`src/rtl/stv_elastic_buffer.sv`:
```
`default_nettype none
// ============================================================================
//  Module   : stv_elastic_buffer
//  Purpose  : Parameterisable elastic (FIFO) buffer with valid/ready on both
//             sides. Every output comes straight from flops: ready_out,
//             valid_out, count and almost_full are registered. data_out is the
//             storage entry chosen by the registered read pointer. Data written
//             at edge N is visible with valid_out=1 right after edge N; there is
//             no empty bypass. With DEPTH=2 it behaves like a 2-entry skid
//             buffer cycle for cycle.
//
//  Ports    : clk         - single clock, rising edge
//             arst        - asynchronous active-high reset
//             valid_in    - initiator data valid
//             ready_out   - buffer can accept data (registered)
//             data_in     - initiator data, WIDTH bits
//             ready_in    - target ready
//             valid_out   - buffer holds data for the target (registered)
//             data_out    - head-of-buffer data, WIDTH bits
//             flush       - synchronous discard of all contents
//             count       - current occupancy, $clog2(DEPTH+1) bits
//             almost_full - count >= AF_LEVEL (registered)
//
//  Revision : 1.0 - initial release
// ============================================================================
module stv_elastic_buffer #(
    parameter int WIDTH    = 8,
    parameter int DEPTH    = 4,
    parameter int AF_LEVEL = DEPTH - 1
) (
    input  logic                       clk,
    input  logic                       arst,
    input  logic                       valid_in,
    output logic                       ready_out,
    input  logic [WIDTH-1:0]           data_in,
    input  logic                       ready_in,
    output logic                       valid_out,
    output logic [WIDTH-1:0]           data_out,
    input  logic                       flush,
    output logic [$clog2(DEPTH+1)-1:0] count,
    output logic                       almost_full
);

    // ------------------------------------------------------------------------
    // Constants
    // ------------------------------------------------------------------------
    localparam int                 c_PTR_W    = $clog2(DEPTH);
    localparam int                 c_CNT_W    = $clog2(DEPTH + 1);
    localparam logic [c_CNT_W-1:0] c_FULL_CNT = c_CNT_W'(DEPTH);
    localparam logic [c_CNT_W-1:0] c_AF_CNT   = c_CNT_W'(AF_LEVEL);
    localparam logic [c_PTR_W-1:0] c_LAST_PTR = c_PTR_W'(DEPTH - 1);
    localparam logic [c_PTR_W-1:0] c_PTR_ONE  = c_PTR_W'(1);
    localparam bit                 c_IS_POW2  = ((DEPTH & (DEPTH - 1)) == 0);

    // ------------------------------------------------------------------------
    // Storage and state
    // ------------------------------------------------------------------------
    logic [WIDTH-1:0]   r_mem [DEPTH];
    logic [c_PTR_W-1:0] r_wr_ptr;
    logic [c_PTR_W-1:0] r_rd_ptr;
    logic [c_CNT_W-1:0] r_count;
    logic               r_valid;
    logic               r_ready;
    logic               r_af;

    logic [c_PTR_W-1:0] w_wr_ptr_inc;
    logic [c_PTR_W-1:0] w_rd_ptr_inc;
    logic [c_PTR_W-1:0] w_wr_ptr_nxt;
    logic [c_PTR_W-1:0] w_rd_ptr_nxt;
    logic [c_CNT_W-1:0] w_count_nxt;
    logic               w_push;
    logic               w_pop;

    // Handshakes use only the registered flags, so no input reaches an output
    // combinationally. Flush cancels both handshakes in its cycle.
    assign w_push = valid_in & r_ready & ~flush;
    assign w_pop  = r_valid  & ready_in & ~flush;

    // ------------------------------------------------------------------------
    // Pointer increment: a power-of-two depth wraps naturally, any other depth
    // needs an explicit wrap from DEPTH-1 back to 0.
    // ------------------------------------------------------------------------
    generate
        if (c_IS_POW2) begin : g_ptr_pow2
            assign w_wr_ptr_inc = r_wr_ptr + c_PTR_ONE;
            assign w_rd_ptr_inc = r_rd_ptr + c_PTR_ONE;
        end else begin : g_ptr_wrap
            assign w_wr_ptr_inc = (r_wr_ptr == c_LAST_PTR) ? '0 : r_wr_ptr + c_PTR_ONE;
            assign w_rd_ptr_inc = (r_rd_ptr == c_LAST_PTR) ? '0 : r_rd_ptr + c_PTR_ONE;
        end
    endgenerate

    // ------------------------------------------------------------------------
    // Next-state computation
    // ------------------------------------------------------------------------
    always_comb begin
        w_wr_ptr_nxt = r_wr_ptr;
        w_rd_ptr_nxt = r_rd_ptr;
        w_count_nxt  = r_count;
        if (flush) begin
            w_wr_ptr_nxt = '0;
            w_rd_ptr_nxt = '0;
            w_count_nxt  = '0;
        end else begin
            if (w_push) begin
                w_wr_ptr_nxt = w_wr_ptr_inc;
            end
            if (w_pop) begin
                w_rd_ptr_nxt = w_rd_ptr_inc;
            end
            // Simultaneous push and pop leaves the occupancy unchanged. Push
            // needs r_ready (count < DEPTH) and pop needs r_valid (count != 0),
            // so neither step can leave the 0..DEPTH range.
            unique case ({w_push, w_pop})
                2'b10:   w_count_nxt = r_count + c_CNT_W'(1);
                2'b01:   w_count_nxt = r_count - c_CNT_W'(1);
                default: w_count_nxt = r_count;
            endcase
        end
    end

    // ------------------------------------------------------------------------
    // Control registers. The flags are computed from the next count so that
    // they always agree with the count register in the same cycle.
    // ------------------------------------------------------------------------
    always_ff @(posedge clk or posedge arst) begin
        if (arst) begin
            r_wr_ptr <= '0;
            r_rd_ptr <= '0;
            r_count  <= '0;
            r_valid  <= 1'b0;
            r_ready  <= 1'b1;
            r_af     <= 1'b0;
        end else begin
            r_wr_ptr <= w_wr_ptr_nxt;
            r_rd_ptr <= w_rd_ptr_nxt;
            r_count  <= w_count_nxt;
            r_valid  <= (w_count_nxt != '0);
            r_ready  <= (w_count_nxt < c_FULL_CNT);
            r_af     <= (w_count_nxt >= c_AF_CNT);
        end
    end

    // ------------------------------------------------------------------------
    // Storage array: no reset and untouched by flush; only the pointers and
    // the occupancy decide what is valid.
    // ------------------------------------------------------------------------
    always_ff @(posedge clk) begin
        if (w_push) begin
            r_mem[r_wr_ptr] <= data_in;
        end
    end

    // ------------------------------------------------------------------------
    // Outputs
    // ------------------------------------------------------------------------
    assign ready_out   = r_ready;
    assign valid_out   = r_valid;
    assign count       = r_count;
    assign almost_full = r_af;
    // The read pointer is a register, so the head entry is stable while the
    // target applies backpressure. When empty it shows a stale entry.
    assign data_out    = r_mem[r_rd_ptr];

endmodule
`default_nettype wire

```
`config.mk`:
```
export PLATFORM = sky130hd
export DESIGN_NAME = stv_elastic_buffer
export DESIGN_NICKNAME = d
export VERILOG_FILES = /design/src/rtl/stv_elastic_buffer.sv
export SDC_FILE = /design/constraint.sdc
export NUM_CORES = 1
export LEC_CHECK = 0
export CAP_MARGIN = 20
export CORE_MARGIN = 1
export CORE_UTILIZATION = 65
export CTS_BUF_LIST = sky130_fd_sc_hd__clkbuf_8
export CTS_CLUSTER_DIAMETER = 80
export DETAILED_ROUTE_END_ITERATION = 10
export DONT_BUFFER_PORTS = 1
export GPL_TIMING_DRIVEN = 0
export PLACE_DENSITY = 0.8
export SKIP_CTS_REPAIR_TIMING = 1
export SYNTH_ARGS = -nofsm -noshare
export SYNTH_HDL_FRONTEND = slang
export SYNTH_SLANG_ARGS = --single-unit
```
`constraint.sdc`:
```
create_clock -name clk -period 6.5 [get_ports clk]
set_input_delay 0.65 -clock clk [delete_from_list [all_inputs] [get_ports clk]]
set_output_delay 0.65 -clock clk [all_outputs]
set_load 0.02 [all_outputs]
```
# --- After elaboration in Yosys (flattened, before gate mapping) ---
# Memories as Yosys holds them, arrays and structs flattened.
# Index checks and enable logic that the tools add are counted.
word_totals:
  latchBits: 0
  ramBits: 32
  mem_bits_ro: 0
  n_memories: 1
  out_inout_bits: 14
  regBits: 10
  in_bits: 13
memory_table:
  columns: ["memory", "depth", "word_bits", "read_ports", "rd_ports_with_merged_regs", "wr", "line", "rtl"]
  rows:
  - ["r_mem", 4, 8, 1, 0, 1, "58", "logic [WIDTH-1:0] r_mem [DEPTH];"]
classes:
  multipliers: 0
  n_shift: 0
  bitwise_logic: 5
  addsub: 4
  mux: 8
  n_reduce_logical: 3
  order_cmp: 2
  n_eq_ne: 2
  div_mod_pow: 0
ops:
  columns: ["cell", "count"]
  rows:
  - ["$mux 2", 4]
  - ["$pmux 3 s2", 1]
  - ["$add 2x1->2 const B", 2]
  - ["$and 1x1->1", 4]
  - ["$reduce_bool 2->1", 2]
  - ["$add 3x1->3 const B", 1]
  - ["$ge 3x2->1 const B", 1]
  - ["$lt 3x3->1 const B", 1]
  - ["$mux 3", 1]
  - ["$reduce_bool 3->1", 1]
  - ["$sub 3x1->3 const B", 1]
  - ["$eq 2x1->1 const B", 1]
  - ["$eq 2x2->1 const B", 1]
  - ["$mux 1", 2]
  - ["$not 1->1", 1]

# --- Logic depth before layout (Yosys ltp) ---
# Gate-level depths: netlist of run 1.
depth:
  word_depth: 6
  depth_mapped: 8

# --- Worst setup path after synthesis of run 1 ---
# Ideal clock, no wire load.
synth_timing:
  kind: "input to register"
  from: "input flush"
  to: "register r_ready, in the netlist ready_out"
  stages: 8
  slack_ns: 4.050
  arrival_time_ns: 2.372
  cell_sequence: "clkbuf_1 nor2_1 inv_1 ha_1 fa_1 xnor2_1 or4_4 and2_1"
synth_between:
  elab_chain_cells: 6
synth_lines:
  columns: ["element", "line", "rtl"]
  rows:
  - ["from (decl)", "39", "input logic flush,"]
  - ["$not 1->1", "76, 77", null]
  - ["$and 1x1->1 (on tied branches)", "77, 76", null]
  - ["$eq 2x1->1 / $eq 2x2->1 (equally long branches)", "114", "unique case ({w_push, w_pop})"]
  - ["$pmux 3 s2", "114", null]
  - ["$mux 3 *", "100", "if (flush) begin"]
  - ["$lt 3x3->1 *", "139", "r_ready <= (w_count_nxt < c_FULL_CNT);"]
  - ["to (signal assigned)", "139", null]
  - ["to (decl)", "63", "logic r_ready;"]
# Every way passes the cells marked *; elsewhere a longest branch is shown, timed or not.
# A chain may end at the register's enable or synchronous reset.

# --- Worst setup path in the final report of run 1 ---
layout_timing:
  from: "register r_ready, in the netlist ready_out"
  to: "register r_ready, in the netlist ready_out"
layout_between:
  elab_chain_cells: 6
layout_lines:
  columns: ["element", "line", "rtl"]
  rows:
  - ["$and 1x1->1 * (2 in a row)", "76", "assign w_push = valid_in & r_ready & ~flush;"]
  - ["$eq 2x1->1 / $eq 2x2->1 (equally long branches)", "114", null]
  - ["$pmux 3 s2 *", "114", null]
  - ["$mux 3 *", "100", null]
  - ["$lt 3x3->1 *", "139", null]
# Marks and branches as above.

==> results of run 1 <==
## layer usage
layer	part of all wire (%)	vias up	wire length, um	track usage [%]
li1	-	362	-	-
met1	38	377	918	23.5
met2	54	22	1290	34.0
met3	5.3	4	126	6.61
met4	2.3	0	54	14.0
met5	0	-	0	0
## cell type report
cell class / instances / area share (%)
plain buffers: 3 / 0.893
clock buffers: 5 / 3.78
clock inverters: 3 / 0.619
inverters: 4 / 0.825
multi-input cells: 46 / 25.2
flip-flops and latches: 42 / 66.6
well taps: 30 / 2.06
## registers in the layout (all words and copies together) (netlist names)
name,count
r_mem,32
count,3
r_rd_ptr,2
r_wr_ptr,2
almost_full,1
ready_out,1
valid_out,1
## worst max path at each step
| stage | slack [ns] | start | endpoint | cells past startpoint |
|---|---|---|---|---|
| after CTS | 4.06 | ready_out | ready_out | 8 |
| after detailed placement | 3.87 | flush | ready_out | 8 |
| final | 4.06 | ready_out | ready_out | 8 |
| after global placement | 3.90 | flush | ready_out | 8 |
| after floorplan | 4.05 | flush | ready_out | 8 |
| after global routing | 3.92 | ready_out | almost_full | 8 |
## placed cells by master (no fill, tap or decap), types with 2 or more instances in the layout
cell type  synthesis  layout
nor2b_1            2       2
inv_1              4       7
ha_1               5       5
nand3_1            4       4
xnor2_1            3       3
clkbuf_8           0       5
dfrtp_1            9       9
and2_1             5       5
edfxtp_1          32      32
nor2_1             5       5
mux4_2             8       8
nand2_1            4       4
xor2_1             2       2
## synth_stat cells (all sizes together)
cell and n:
edfxtp 32, dfrtp 9, mux4 8, and2 5
ha 5, nor2 5, inv 4, nand2 4
nand3 4, xnor2 3, buf 2, nor2b 2
xor2 2, a21oi 1, and2b 1, clkbuf 1
dfstp 1, fa 1, mux2 1, nand3b 1
o21ai 1, o21bai 1, or4 1
## kinds of logic (layout without fill, tap and decap cells)
| logic type | count (synthesis) | after routing | share of synthesized area, % |
|---|---|---|---|
| buffers and inverters | 7 | 15 | 1.84 |
| xor gates and xnor gates | 5 | 5 | 2.57 |
| muxes | 9 | 9 | 11.2 |
| adders and majority gates | 6 | 6 | 4.85 |
| AOI/OAI and AO/OA | 3 | 3 | 1.03 |
| DFF | 42 | 42 | 71.2 |
| and+or+nand+nor | 23 | 23 | 7.27 |
## power by group
group	internal (mW)	switching [mW]	total (mW)
Clock	0.0714	0.0736	0.145
Sequential	0.302	0.0123	0.315
Combinational	0.0244	0.0338	0.0583
Total	0.398	0.120	0.518
## stage by stage
stage	setup slack (ns)	total power, mW	hold slack (ns)
6_report	4.06	0.518	0.236
5_1_grt	3.92	0.541	0.258
4_1_cts	4.06	0.524	0.236
3_5_place_dp	3.87	0.379	0.544
3_3_place_gp	3.90	0.377	0.529
2_1_floorplan	4.05	0.369	0.489
==> results.sh, run 1 <==
export IMPL_outcome="completed"
export IMPL_start_util_pct=68.7
export IMPL_clkSinkCount=42
export IMPL_drc=0
export IMPL_crit_chain="nand2_1 -> nor2_1 -> inv_1 -> ha_1 -> fa_1 -> xnor2_1 -> or4_4 -> and2_1"
export IMPL_die_h_um=53.2
export IMPL_postPlaceCellArea_um2=1740
export IMPL_crit_path_top_delay_cell="dfstp_2"
export IMPL_r2r_start="ready_out"
export IMPL_ir_drop_mv=0.243
export IMPL_syn_inst=95
export IMPL_gp_congestion=0.694
export IMPL_powerDensity_nw_per_um2=285
export IMPL_clk_latency_ns=0.28
export IMPL_worstHoldPathType="in2async"
export IMPL_fin_tns_setup_ns=0
export IMPL_slew_headroom_pct=70.9
export IMPL_ff_latch_area_um2=1210
export IMPL_io_pins=27
export IMPL_portBuffers=0
export IMPL_layout_worst_path_cycle_share_pct=37.5
export IMPL_ant_nets=0
export IMPL_cpLargestDelayFamily="simple AND/OR/NAND/NOR gates"
export IMPL_dp_cells=125
export IMPL_cts_tree="done"
export IMPL_cap_violations=0
export IMPL_rrSetupSlack_ns=4.06
export IMPL_yosys_area_top_type="edfxtp_1"
export IMPL_num_rows=18
export IMPL_finalNonFillerCells=133
export IMPL_htreeDepth=2
export IMPL_r2r_end="ready_out"
export IMPL_synth_warnings=0
export IMPL_path_max_fanout=5
export IMPL_worst_pin_slew_ns=0.437
export IMPL_grt_pass1_vias=813
export IMPL_synth_top_area_share_pct=56.4
export IMPL_path_buf_inv=1
export IMPL_first_iter_violations=8
export IMPL_hpwl_um=1660
export IMPL_wl_um=2390
export IMPL_clkTransAtPathRegs_ns=0.07
export IMPL_slowest_delay_ns=0.60
export IMPL_arrival_ns=2.65
export IMPL_syn_area_um2=1700
export IMPL_finalCriticalPeriod_ns=2.44
export IMPL_antenna_found_initial=0
export IMPL_avgSynthCellArea_um2=17.9
export IMPL_maxSlewViolCount=0
export IMPL_layout_area_overhead_vs_synth_pct=6.91
export IMPL_hold_viol=0
export IMPL_antennaDiodeCount=0
export IMPL_viasPerCell=5.75
export IMPL_cts_max_path_buffers=2
export IMPL_synth_nets=114
export IMPL_drive_gt1_share_pct=17.5
export IMPL_post_route_util_pct=73.5
export IMPL_grt_ovfl_total=0
export IMPL_die_w_um=53.2
export IMPL_grt_first_pass_wirelength_um=3790
export IMPL_rsz0062_at_grt="no"
export IMPL_wire_per_inst_um=18.0
export IMPL_n_fill_cell=152
export IMPL_grt_use_total_pct=20.9
export IMPL_cp_data_required_time_ns=6.72
export IMPL_start_kind="flop"
export IMPL_rr_worst_depth=8
export IMPL_root_buffer="clkbuf_8"
export IMPL_setup_violations_final=0
export IMPL_fmax_mhz=411
export IMPL_firstDrtPassIters=4
export IMPL_core_area_um2=2480
export IMPL_fin_area_um2=1820
export IMPL_ys_types=24
export IMPL_num_vias=765
export IMPL_die_area_um2=2830
export IMPL_cts_buffers_inserted=5
export IMPL_fin_nets=121
export IMPL_grt_start_max_net_pins=13
export IMPL_synth_area_leaders="edfxtp_1 56%, dfrtp_1 13%, mux4_2 11%, ha_1 3.7%, and2_1 1.8%"
export IMPL_multiInputGateArea_um2=459
export IMPL_cp_end_kind="flop"
export IMPL_synth_seq_area_share_pct=71.2
export IMPL_p_leak_nw=0.679
export IMPL_path_class="reg2reg"
export IMPL_synth_seq_cells=42
export IMPL_fin_worst_skew_ns=0.00383
(Power assumes the default switching activity.)
==> run 2, diff against run 1 <==
--- a/config.mk
+++ b/config.mk
@@ -7,13 +7,13 @@
 export LEC_CHECK = 0
 export CAP_MARGIN = 20
 export CORE_MARGIN = 1
-export CORE_UTILIZATION = 65
+export CORE_UTILIZATION = 64
 export CTS_BUF_LIST = sky130_fd_sc_hd__clkbuf_8
 export CTS_CLUSTER_DIAMETER = 80
 export DETAILED_ROUTE_END_ITERATION = 10
 export DONT_BUFFER_PORTS = 1
 export GPL_TIMING_DRIVEN = 0
-export PLACE_DENSITY = 0.8
+export PLACE_DENSITY = 0.79
 export SKIP_CTS_REPAIR_TIMING = 1
 export SYNTH_ARGS = -nofsm -noshare
 export SYNTH_HDL_FRONTEND = slang
==> constraint.sdc (replaced) <==
create_clock -name clk -period 2.4 [get_ports clk]
set_input_delay 0.24 -clock clk [delete_from_list [all_inputs] [get_ports clk]]
set_output_delay 0.24 -clock clk [all_outputs]
set_load 0.02 [all_outputs]
==> results.sh, run 2 (same netlist as run 1, synthesis figures left out) <==
export IMPL_cts_max_path_buffers=2
export IMPL_holdWs_ns=0.0391
export IMPL_ant_nets=0
export IMPL_grt_start_max_net_pins=13
export IMPL_n_fill_cell=138
export IMPL_layout_area_overhead_vs_synth_pct=9.04
export IMPL_p_sw_mw=0.347
export IMPL_grt_first_pass_wirelength_um=3700
export IMPL_hpwl_um=1630
export IMPL_viasPerCell=5.90
export IMPL_dp_slack_ns=-0.0698
export IMPL_fin_area_um2=1860
export IMPL_grt_use_total_pct=20.2
export IMPL_num_vias=796
export IMPL_clock_power_share_pct=29.1
export IMPL_most_common_layout_cells="32 x edfxtp_1, 9 x dfrtp_1, 8 x mux4_2"
export IMPL_portBuffers=0
export IMPL_start_util_pct=68.1
export IMPL_fin_worst_skew_ns=0.00411
export IMPL_fin_tns_setup_ns=0
export IMPL_fin_total_pwr_mw=1.43
export IMPL_firstDrtPassIters=3
export IMPL_drc=0
export IMPL_largest_register_ffs=32
export IMPL_finalCriticalPeriod_ns=2.32
export IMPL_first_iter_violations=10
export IMPL_fmax_mhz=432
export IMPL_outcome="completed"
export IMPL_hold_viol=0
export IMPL_path_class="reg2reg"
export IMPL_cpLargestDelayFamily="simple AND/OR/NAND/NOR gates"
export IMPL_slowest_delay_ns=0.63
export IMPL_cp_end_kind="flop"
export IMPL_root_buffer="clkbuf_8"
export IMPL_clk_latency_ns=0.29
export IMPL_antennaDiodeCount=0
export IMPL_arrival_ns=2.54
export IMPL_rsz0062_at_grt="no"
export IMPL_powerDensity_nw_per_um2=771
export IMPL_drive_gt1_share_pct=21.9
export IMPL_final_common_cell="edfxtp_1"
export IMPL_grt_ovfl_total=0
export IMPL_switching_share_pct=24.2
export IMPL_antenna_found_initial=0
export IMPL_gp_congestion=0.659
export IMPL_fin_nets=123
export IMPL_maxSlewViolCount=0
export IMPL_crit_path_top_delay_cell="dfstp_2"
export IMPL_layout_worst_path_cycle_share_pct=96.5
export IMPL_grt_pass1_vias=840
export IMPL_die_area_um2=2870
export IMPL_power_internal_mw=1.08
export IMPL_postPlaceCellArea_um2=1740
export IMPL_slew_headroom_pct=67.2
export IMPL_ir_drop_mv=0.613
export IMPL_wire_per_inst_um=18.1
export IMPL_post_route_util_pct=74.3
export IMPL_die_w_um=53.6
export IMPL_p_leak_nw=0.683
export IMPL_setup_violations_final=0
export IMPL_cap_violations=0
export IMPL_path_max_fanout=4
export IMPL_worst_pin_slew_ns=0.493
export IMPL_start_kind="flop"
export IMPL_htreeDepth=2
export IMPL_clkSinkCount=42
export IMPL_path_buf_inv=1
export IMPL_wl_um=2450
export IMPL_finalNonFillerCells=135
export IMPL_cts_tree="done"
export IMPL_cts_buffers_inserted=5
export IMPL_cp_data_required_time_ns=2.63
export IMPL_combPwrFrac_pct=11.3
export IMPL_dp_cells=125
export IMPL_io_pins=27
export IMPL_crit_chain="nand2_4 -> nor2_4 -> inv_1 -> ha_2 -> fa_1 -> xnor2_1 -> or4_4 -> and2_1"
export IMPL_core_area_um2=2500
export IMPL_clkTransAtPathRegs_ns=0.07
export IMPL_die_h_um=53.6
export IMPL_pwr_share_seq_pct=59.6
export IMPL_regMostFlops="r_mem"
export IMPL_timing_final_ws_setup_ns=0.0838
export IMPL_num_rows=18
export IMPL_worstHoldPathType="in2reg"
[run 2: area by class of cell]
class	instances	area, um^2	share of cell area (%)
buffer	3	16.3	0.876
clock buffer	5	68.8	3.71
clock inverter	3	12.5	0.674
inverter	4	15.0	0.809
multi-input combinational	46	477	25.7
sequential	42	1210	65.3
tap	30	37.5	2.02
timing repair buffer	2	17.5	0.943
[run 2: power groups by stage]
stage | clock, mW | combinational [mW] | sequential (mW)
6_report | 0.416 | 0.162 | 0.853
5_1_grt | 0.455 | 0.179 | 0.857
4_1_cts | 0.426 | 0.158 | 0.853
3_5_place_dp | 0 | 0.157 | 0.868
3_3_place_gp | 0 | 0.155 | 0.866
2_1_floorplan | 0 | 0.136 | 0.862
[run 2: metal layers]
layer,vias to the layer above,part of all wire [%],GRT usage (%)
met2,25,52,33.3
met4,0,1.6,7.89
met5,-,0,0
met3,7,8.3,11.6
met1,397,38,21.4
li1,367,-,-
[run 2: worst reg2reg max path: cells and delay by family, from the launching register on]
| family | cells | cell delay [ns] |
|---|---|---|
| xor gates and xnor gates | 1 | 0.15 |
| buffers and inverters | 1 | 0.07 |
| DFF | 1 | 0.63 |
| and+or+nand+nor | 4 | 0.84 |
| adders and majority gates | 2 | 0.57 |
[run 2: path summary, 6_finish.rpt]
kind                               end  depth (start not counted)  slack, ns        start
setup reg to reg             ready_out                          8       0.08    ready_out
min in group asynchronous  r_rd_ptr[0]                          2       0.36         arst
hold / removal             r_mem[2][3]                          0       0.04   data_in[3]
setup / recovery             ready_out                          8       0.08    ready_out
hold reg to reg            r_wr_ptr[1]                          2       0.58  r_wr_ptr[1]
max in group asynchronous    ready_out                          2       1.73         arst
